<file path="config.mk">
export PLATFORM = sky130hd
export DESIGN_NAME = cmd_seq
export DESIGN_NICKNAME = d
export VERILOG_FILES = /design/src/rtl/cmd_seq_pkg.sv /design/src/rtl/cmd_seq_tmo_timer.sv /design/src/rtl/cmd_seq.sv
export SDC_FILE = /design/constraint.sdc
export NUM_CORES = 1
export LEC_CHECK = 0
export CORE_MARGIN = 1.5
export CORE_UTILIZATION = 50
export DETAILED_ROUTE_END_ITERATION = 7
export GPL_ROUTABILITY_DRIVEN = 0
export PLACE_DENSITY = 0.7
export SETUP_SLACK_MARGIN = 0.15
export SYNTH_ARGS = -nofsm -noshare
export SYNTH_HDL_FRONTEND = slang
export SYNTH_SLANG_ARGS = --single-unit
export TNS_END_PERCENT = 20
</file>
<file path="constraint.sdc">
create_clock -name clk -period 7.6 [get_ports clk]
set_clock_uncertainty 0.1 [all_clocks]
set_input_delay 1.52 -clock clk [delete_from_list [all_inputs] [get_ports clk]]
set_output_delay 1.52 -clock clk [all_outputs]
set_load 0.02 [all_outputs]
</file>
<file path="src/rtl/cmd_seq_pkg.sv">
// Shared types and constants for the command-script sequencer.
package cmd_seq_pkg;

    typedef enum logic [2:0] {
        IDLE      = 3'd0,
        SEND      = 3'd1,
        WAIT_SENT = 3'd2,
        WAIT_RESP = 3'd3,
        NEXT      = 3'd4,
        FIN       = 3'd5
    } seq_state_t;

    typedef enum logic [1:0] {
        ERR_NONE  = 2'b00,
        ERR_NACK  = 2'b01,
        ERR_TMO   = 2'b10,
        ERR_ABORT = 2'b11
    } seq_err_t;

    localparam logic [7:0] POS_ACK = 8'hA5;

endpackage

</file>
<file path="src/rtl/cmd_seq_tmo_timer.sv">
// Wait-state timeout counter: saturating W-bit count with synchronous clear.
module tmo_timer #(
    parameter int W = 20
) (
    input  logic clk,
    input  logic rst_n,
    input  logic clr,
    input  logic en,
    output logic sat
);

    logic [W-1:0] count_q;

    assign sat = &count_q;

    // Clear loads 1 so the entry cycle is counted: saturation lands exactly
    // 2^W-1 cycles after entering a wait state.
    always_ff @(posedge clk or negedge rst_n) begin
        if (!rst_n) begin
            count_q <= '0;
        end else if (clr) begin
            count_q <= W'(1);
        end else if (en && !sat) begin
            count_q <= count_q + W'(1);
        end
    end

endmodule

</file>
<file path="src/rtl/cmd_seq.sv">
// Command-script sequencer: plays a buffered list of 16-bit commands into
// RemoteComm, waiting for transmit-complete and an acknowledge per entry.
// Optional feature macro: CMD_SEQ_RETRY_EN (one retry per entry on NACK/timeout).
module cmd_seq
    import cmd_seq_pkg::*;
#(
    parameter int         DEPTH = 8,
    parameter int         TMO_W = 20,
    parameter logic [7:0] ACK   = POS_ACK,
    localparam int        IW    = $clog2(DEPTH),
    localparam int        CW    = $clog2(DEPTH + 1)
) (
    input  logic          clk,
    input  logic          rst_n,
    input  logic          load,
    input  logic [15:0]   load_data,
    input  logic          clr,
    input  logic          start,
    input  logic          abort,
    output logic [15:0]   cmd,
    output logic          send_cmd,
    input  logic          cmd_sent,
    input  logic          resp_rdy,
    input  logic [7:0]    resp,
    output logic          busy,
    output logic          done,
    output logic          err,
    output logic [1:0]    err_code,
    output logic [IW-1:0] err_idx,
    output logic [CW-1:0] cnt,
    output logic          load_ovf
);

    seq_state_t    state_q, state_nx;
    logic [IW-1:0] idx_q;
    logic [CW-1:0] cnt_q;
    logic [15:0]   script_q [DEPTH];
    seq_err_t      err_code_q, err_code_nx, fail_code;
    logic          fail, set_err, idx_inc;
    logic          tmr_clr, tmr_en, tmr_sat;
    logic          load_ok;
`ifdef CMD_SEQ_RETRY_EN
    logic          retried_q, retry_take;
`endif

    assign cnt      = cnt_q;
    assign err_code = err_code_q;
    assign load_ok  = (state_q == IDLE) && !clr && load && (cnt_q != CW'(DEPTH));

    tmo_timer #(.W(TMO_W)) u_tmo (
        .clk   (clk),
        .rst_n (rst_n),
        .clr   (tmr_clr),
        .en    (tmr_en),
        .sat   (tmr_sat)
    );

    // Next-state logic, error resolution and timer control.
    always_comb begin
        state_nx    = state_q;
        fail        = 1'b0;
        fail_code   = ERR_NONE;
        set_err     = 1'b0;
        err_code_nx = ERR_NONE;
        idx_inc     = 1'b0;
`ifdef CMD_SEQ_RETRY_EN
        retry_take  = 1'b0;
`endif
        case (state_q)
            IDLE: begin
                if (start) state_nx = (cnt_q == '0) ? FIN : SEND;
            end
            SEND: state_nx = WAIT_SENT;
            WAIT_SENT: begin
                if (cmd_sent) begin
                    state_nx = WAIT_RESP;
                end else if (tmr_sat) begin
                    fail      = 1'b1;
                    fail_code = ERR_TMO;
                end
            end
            WAIT_RESP: begin
                if (resp_rdy) begin
                    if (resp == ACK) begin
                        state_nx = NEXT;
                    end else begin
                        fail      = 1'b1;
                        fail_code = ERR_NACK;
                    end
                end else if (tmr_sat) begin
                    fail      = 1'b1;
                    fail_code = ERR_TMO;
                end
            end
            NEXT: begin
                if (CW'(idx_q) + CW'(1) == cnt_q) begin
                    state_nx = FIN;
                end else begin
                    state_nx = SEND;
                    idx_inc  = 1'b1;
                end
            end
            FIN:     state_nx = IDLE;
            default: state_nx = IDLE;
        endcase

        // Abort overrides any handshake or timeout; FIN is already ending play.
        if (abort && (state_q != IDLE) && (state_q != FIN)) begin
            state_nx    = FIN;
            idx_inc     = 1'b0;
            set_err     = 1'b1;
            err_code_nx = ERR_ABORT;
        end else if (fail) begin
`ifdef CMD_SEQ_RETRY_EN
            if (!retried_q) begin
                state_nx   = SEND;
                retry_take = 1'b1;
            end else
`endif
            begin
                state_nx    = FIN;
                set_err     = 1'b1;
                err_code_nx = fail_code;
            end
        end

        tmr_en  = (state_q == WAIT_SENT) || (state_q == WAIT_RESP);
        tmr_clr = (state_nx != state_q) &&
                  ((state_nx == WAIT_SENT) || (state_nx == WAIT_RESP));
    end

    // State, index, script count and registered outputs.
    always_ff @(posedge clk or negedge rst_n) begin
        if (!rst_n) begin
            state_q    <= IDLE;
            idx_q      <= '0;
            cnt_q      <= '0;
            cmd        <= '0;
            send_cmd   <= 1'b0;
            busy       <= 1'b0;
            done       <= 1'b0;
            err        <= 1'b0;
            err_code_q <= ERR_NONE;
            err_idx    <= '0;
            load_ovf   <= 1'b0;
        end else begin
            state_q  <= state_nx;
            send_cmd <= (state_q == SEND) && (state_nx == WAIT_SENT);
            done     <= (state_nx == FIN);
            busy     <= state_nx inside {SEND, WAIT_SENT, WAIT_RESP, NEXT};
            load_ovf <= 1'b0;
            if ((state_q == SEND) && (state_nx == WAIT_SENT)) begin
                cmd <= script_q[idx_q];
            end
            if (state_q == IDLE) begin
                if (clr) begin
                    cnt_q <= '0;
                end else if (load) begin
                    if (cnt_q == CW'(DEPTH)) load_ovf <= 1'b1;
                    else                     cnt_q    <= cnt_q + CW'(1);
                end
                if (start) begin
                    idx_q      <= '0;
                    err        <= 1'b0;
                    err_code_q <= ERR_NONE;
                    err_idx    <= '0;
                end
            end
            if (idx_inc) idx_q <= idx_q + IW'(1);
            if (set_err) begin
                err        <= 1'b1;
                err_code_q <= err_code_nx;
                err_idx    <= idx_q;
            end
        end
    end

    // Script storage; contents are don't-care after reset.
    always_ff @(posedge clk) begin
        if (load_ok) script_q[cnt_q[IW-1:0]] <= load_data;
    end

`ifdef CMD_SEQ_RETRY_EN
    // One retry per entry: armed on each new entry and at every new play.
    always_ff @(posedge clk or negedge rst_n) begin
        if (!rst_n) begin
            retried_q <= 1'b0;
        end else if ((state_q == IDLE) || idx_inc) begin
            retried_q <= 1'b0;
        end else if (retry_take) begin
            retried_q <= 1'b1;
        end
    end
`endif

endmodule
</file>
==> flow_summary_export.csv, run 1 <==
group,metric,value,unit
setup_path,critical_path_arrival,3.68,ns
cts,h-tree-depth,4,
synth,synth_ff_type,"edfxtp_1",
sta,rsz0062_at_grt,"false",
min_path,holdCritStartpoint,"err",
cts,cts_hold_buf,0,
route,viasPerCell,5.77,
setup_path,crit_family,"simple AND/OR/NAND/NOR gates",
synth,yosysMostFrequentCell,"edfxtp_1",
pwr,power_leakage,3.16,nW
synth,yosysSeqAreaShare,68.1,%
setup_path,crit_buf_inv,2,
setup_path,start_kind,"input port",
synth,synth-seq-cells,184,
cts,post-cts-setup-buffers,0,
final_layout,nets,579,
pwr,powerDensity,320,nW/um^2
synth,async_flop_share,30.4,%
cts,clock_latency,0.43,ns
synth,avgSynthCellArea,16.3,sq um
sta,timing.slew.headroom,32.1,%
sta,finalSetupTns,0,ns
route,first_pass_iters,4,
setup_path,cp.required,7.63,ns
route,drc,0,
floorplan,dieArea,16200,sq um
sta,min_period,3.66,ns
synth,ys_types,56,
placement,hpwl,9050,um
floorplan,io_pins,62,
sta,worst_pin_slew,1.02,ns
setup_path,rr_worst_depth,6,
floorplan,dieWidth,127,um
cts,cts_resized,0,
route,vias,4293,
synth,synth.area.top_cells,"edfxtp_1, dfrtp_1, mux4_2, mux2_2, mux2_4",
setup_path,cp_slowest_cell,"nor2_1",
min_path,min_path_cells,2,
synth,synth_area,7700,sq um
sta,final-setup-viol-count,0,
pwr,vdd_ir_drop_max,0.235,mV
synth,postSynthCellCount,473,
grt,grt_overflow_total,0,
synth,yosys_warnings,0,
floorplan,start_util,50.9,%
floorplan,core_area,15100,sq um
final_layout,area_delta_synth_final,17.3,%
sta,drv_slew,0,
floorplan,die_h,127,um
cts,cts_tree,"done",
flow_run,drv_cap,0,
synth,synth_edf_count,128,
synth,synth_top_cells_by_count,"edfxtp_1, dfrtp_1, mux4_2",
sta,hold_viol,0,
placement,portBuffers,61,
setup_path,r2r-end,"script_q[5][11]",
setup_path,cp_common_cell,"nor2_1",
status,status,"finished clean",
setup_path,slowest_delay,0.66,ns
cts,path_clk_slew,0.06,ns
setup_path,r2r_start,"state_q[2]",
synth,yosys.area.top_type_share,49.9,%
setup_path,cp-end-kind,"register",
route,drt-initial-drc-count,280,
pwr,finalPower,0.00289,W
cts,cts_sinks,184,
route,finalWirelength,14700,um
setup_path,crit_type,"input port to register",
setup_path,r2r_slack,4.56,ns
synth,synth_fp_nets,509,
synth,synth_top_area_cell,"edfxtp_1",
grt,antenna_found_initial,0,
setup_path,crit_chain,"clkdlybuf4s50_1, or2_2, nor2_1, nand2_1, nor2_1, buf_4",
grt,grt_pass1_wl,23600,um
final_layout,drive_gt1_share,21.6,%
sta,timing.final.crit_share,48.1,%
min_path,whs_endpoint,"err",
route,postRouteAntennaNets,0,
sta,fmax,273,MHz
cts,numCtsBuffers,17,
min_path,holdCritPathClass,"register to register",
floorplan,fp-row-count,45,
grt,grt_usage,19.5,%
final_layout,n_antenna_cell,0,
cts,cts-root-buf,"clkbuf_16",
final_layout,nFillCells,1120,
grt,grt_pass1_vias,4454,
grt,grt_start_max_net_pins,57,
route,wl_per_cell,19.7,um
cts,clk_path_buf_depth,2,
setup_path,cp_max_fo,9,
## per-stage QoR
step / std cells / hold slack, ns / utilization (%) / cell area, sq um / setup slack (ns)
final: 744 / 0.381 / 59.7 / 9040 / 3.94
after global routing: 744 / 0.413 / 59.7 / 9040 / 3.84
after CTS: 744 / 0.385 / 59.7 / 9040 / 3.95
after detailed placement: 712 / 0.370 / 56.3 / 8520 / 3.49
after global placement: 712 / 0.362 / 56.3 / 8520 / 3.59
after floorplan: 473 / 0.411 / - / 7700 / 3.83
## layout by cell type (no fill, tap or decap), drive strengths merged, types with 6 or more instances in the layout
cell | Yosys | routed
edfxtp | 128 | 128
nand2 | 30 | 30
or3 | 16 | 16
clkbuf | 12 | 23
o21ai | 28 | 28
a21oi | 14 | 14
inv | 10 | 13
xnor2 | 6 | 6
buf | 10 | 13
clkdlybuf4s50 | 0 | 60
a31oi | 6 | 6
nand4 | 8 | 8
nand3 | 7 | 7
nor2 | 20 | 20
mux4 | 32 | 32
mux2 | 32 | 32
dfrtp | 56 | 56
## cell type report
class                      instances  area, sq um  area share [%]
sequential                       184         5250            58.0
multi-input combinational        257         2310            25.5
timing repair buffer              73          696            7.69
clock buffer                      23          448            4.95
tap                              188          235            2.60
clock inverter                     9         70.1           0.775
inverter                          10         37.5           0.415
## flip-flops by register name, indices dropped and copies added, names as in the netlist, 2 cells and up
name	cells
cmd	16
cnt	4
err_code	2
err_idx	3
idx_q	3
script_q	128
state_q	3
u_tmo.count_q	20
## cell families after synthesis
logic type / synth area share, %
adder cells (fa/ha/maj): 0.650
buffers and inverters: 2.18
AO/OA/AOI/OAI: 5.03
multiplexers: 15.0
AND/OR/NAND/NOR: 8.05
flip-flops: 68.1
XOR/XNOR: 1.02
## where the power goes
part	internal (W)	switching [W]
Combinational	0.000439	0.000399
Clock	0.000422	0.000364
Sequential	0.00118	0.0000932
Total	0.00204	0.000857
## metal layers
layer  wire, um  global-route usage, %  share of wire [%]
met1       6560                   25.6                 45
met2       7380                   32.3                 50
met3        519                   5.07                3.5
met4        207                   5.88                1.4
met5          0                      0                  0
## worst max path at each step
stage,cells past startpoint,start,slack [ns],to
3_3_place_gp,6,clr,3.59,script_q[5][11]
2_1_floorplan,4,clr,3.83,script_q[0][0]
5_1_grt,6,clr,3.84,script_q[5][11]
4_1_cts,6,clr,3.95,script_q[5][12]
3_5_place_dp,6,clr,3.49,script_q[5][3]
6_report,6,clr,3.94,script_q[5][11]
## worst min-delay path, cell delays in order, from the launching register on
cell and delay [ns]:
dfrtp_1 0.34, nand2_1 0.05, nand2_1 0.06
(Power assumes the default switching activity.)
==> inputs of run 2 (changes only) <==
--- a/config.mk
+++ b/config.mk
@@ -9,7 +9,7 @@
 export CORE_UTILIZATION = 50
 export DETAILED_ROUTE_END_ITERATION = 7
 export GPL_ROUTABILITY_DRIVEN = 0
-export PLACE_DENSITY = 0.7
+export PLACE_DENSITY = 0.73
 export SETUP_SLACK_MARGIN = 0.15
 export SYNTH_ARGS = -nofsm -noshare
 export SYNTH_HDL_FRONTEND = slang
==> constraint.sdc (replaced) <==
create_clock -name clk -period 3.1 [get_ports clk]
set_clock_uncertainty 0.1 [all_clocks]
set_input_delay 0.62 -clock clk [delete_from_list [all_inputs] [get_ports clk]]
set_output_delay 0.62 -clock clk [all_outputs]
set_load 0.02 [all_outputs]
==> run 2 against run 1 <==
Via count increased by 0.98%. Critical path depth unchanged. Register-to-register slack got worse by 4.0 ns. Global-route usage increased by 0.46 points. Flip-flop and latch count unchanged. First-iteration DRC count decreased by 11%. Combinational power increased to 2.5 times the previous value. Die area unchanged. Cell count increased by 0.67%. Setup slack got worse by 3.4 ns. Critical path type is now register to register. Critical endpoint is now script_q[0][15]. Largest power group unchanged.
==> flow_summary_export.csv, run 2 (synthesis gave the netlist of run 1 again) <==
group,metric,value,unit
pwr,power_leakage,3.25,nW
final_layout,largest_reg_flops,128,
setup_path,start_kind,"register",
pwr,finalPower,0.00752,W
final_layout,layout.cells.non_filler,749,
grt,grt_pass1_vias,4442,
min_path,holdCritPathClass,"input port to async pin",
cts,path_clk_slew,0.07,ns
setup_path,cp_max_fo,16,
floorplan,dieWidth,127,um
grt,grt_usage,20.0,%
cts,clk_path_buf_depth,2,
cts,post-cts-setup-buffers,0,
route,postRouteAntennaNets,0,
cts,cts_tree,"done",
status,status,"finished clean",
pwr,vdd_ir_drop_max,0.711,mV
cts,numCtsBuffers,17,
grt,grt_start_max_net_pins,42,
setup_path,cp.required,3.10,ns
placement,portBuffers,61,
cts,cts_hold_buf,0,
final_layout,n_antenna_cell,0,
route,drc,0,
final_layout,area_delta_synth_final,19.5,%
final_layout,layout_commonest_cell,"edfxtp_1",
setup_path,crit_type,"register to register",
cts,h-tree-depth,4,
sta,final-setup-viol-count,0,
floorplan,io_pins,62,
grt,antenna_found_initial,0,
route,vias,4335,
grt,grt_pass1_wl,23900,um
grt,grt_overflow_total,0,
placement,pre_cts_ws,0.129,ns
cts,cts_resized,0,
sta,timing.slew.headroom,35.2,%
setup_path,crit_chain,"or3_1, or2_2, nor2_1, nand2_1, nor3_2, buf_4",
setup_path,cp-end-kind,"register",
sta,hold_viol,0,
setup_path,slowest_delay,0.49,ns
route,first_pass_iters,4,
final_layout,nets,584,
placement,dp.cells,717,
sta,setup_slack,0.520,ns
pwr,powerDensity,817,nW/um^2
sta,timing.final.crit_share,83.2,%
cts,clock_latency,0.43,ns
sta,rsz0062_at_grt,"false",
sta,fmax,388,MHz
setup_path,cp_slowest_cell,"dfrtp_1",
sta,min_period,2.58,ns
floorplan,start_util,50.9,%
floorplan,dieArea,16200,sq um
final_layout,most-common-layout-cells,"edfxtp_1, clkdlybuf4s50_1, dfrtp_1, mux4_2, nand2_1",
cts,cts-root-buf,"clkbuf_16",
placement,hpwl,8770,um
floorplan,fp-row-count,45,
final_layout,drive_gt1_share,23.4,%
route,finalWirelength,14700,um
route,viasPerCell,5.79,
setup_path,critical_path_arrival,2.58,ns
floorplan,core_area,15100,sq um
cts,cts_sinks,184,
floorplan,die_h,127,um
sta,worst_pin_slew,0.972,ns
flow_run,drv_cap,0,
sta,finalSetupTns,0,ns
sta,drv_slew,0,
route,drt-initial-drc-count,248,
route,wl_per_cell,19.6,um
==> run 2: final timing paths <==
path | slack (ns) | end | startpoint | depth (start not counted)
setup / recovery | 0.52 | script_q[0][15] | state_q[2] | 6
hold / removal | 0.24 | busy | rst_n | 1
setup reg to reg | 0.52 | script_q[0][15] | state_q[2] | 6
hold reg to reg | 0.38 | err | err | 2
max in group asynchronous | 1.90 | u_tmo.count_q[11] | rst_n | 2
min in group clk | 0.38 | err | err | 2
==> run 2: final cells by class <==
cell class,instances,area (sq um)
clock buffers,18,429
inverters,10,37.5
repair buffers,78,746
flip-flops and latches,184,5250
clock inverters,14,206
multi-input cells,257,2310
well taps,188,235
fillers,1076,5940
==> run 2: worst max-delay path: cells and delay by family, from the launching register on <==
| kind | cells | cell delay (ns) |
|---|---|---|
| AND/OR/NAND/NOR | 5 | 1.33 |
| flip-flops | 1 | 0.49 |
| buffers and inverters | 1 | 0.33 |
==> run 2: metal layers <==
metal	track usage (%)	wire, um
met4	6.68	257
met3	5.82	809
met5	0	0
met2	33.3	7520
met1	25.3	6120
==> run 2: per-stage QoR <==
step,util (%),hold WS (ns),cell area (sq um)
finish,60.8,0.238,9210
detailed placement,56.6,0.366,8570
floorplan,-,0.224,7710
global placement,56.6,0.369,8570
global route,60.8,0.316,9210
CTS,60.8,0.263,9210
==> run 2: power by group <==
group	switching [W]	total (W)	internal (W)	leakage, nW
Combinational	0.00101	0.00211	0.00111	1.07
Clock	0.000935	0.00231	0.00137	0.306
Sequential	0.000217	0.00310	0.00289	1.87
Total	0.00216	0.00752	0.00536	3.25
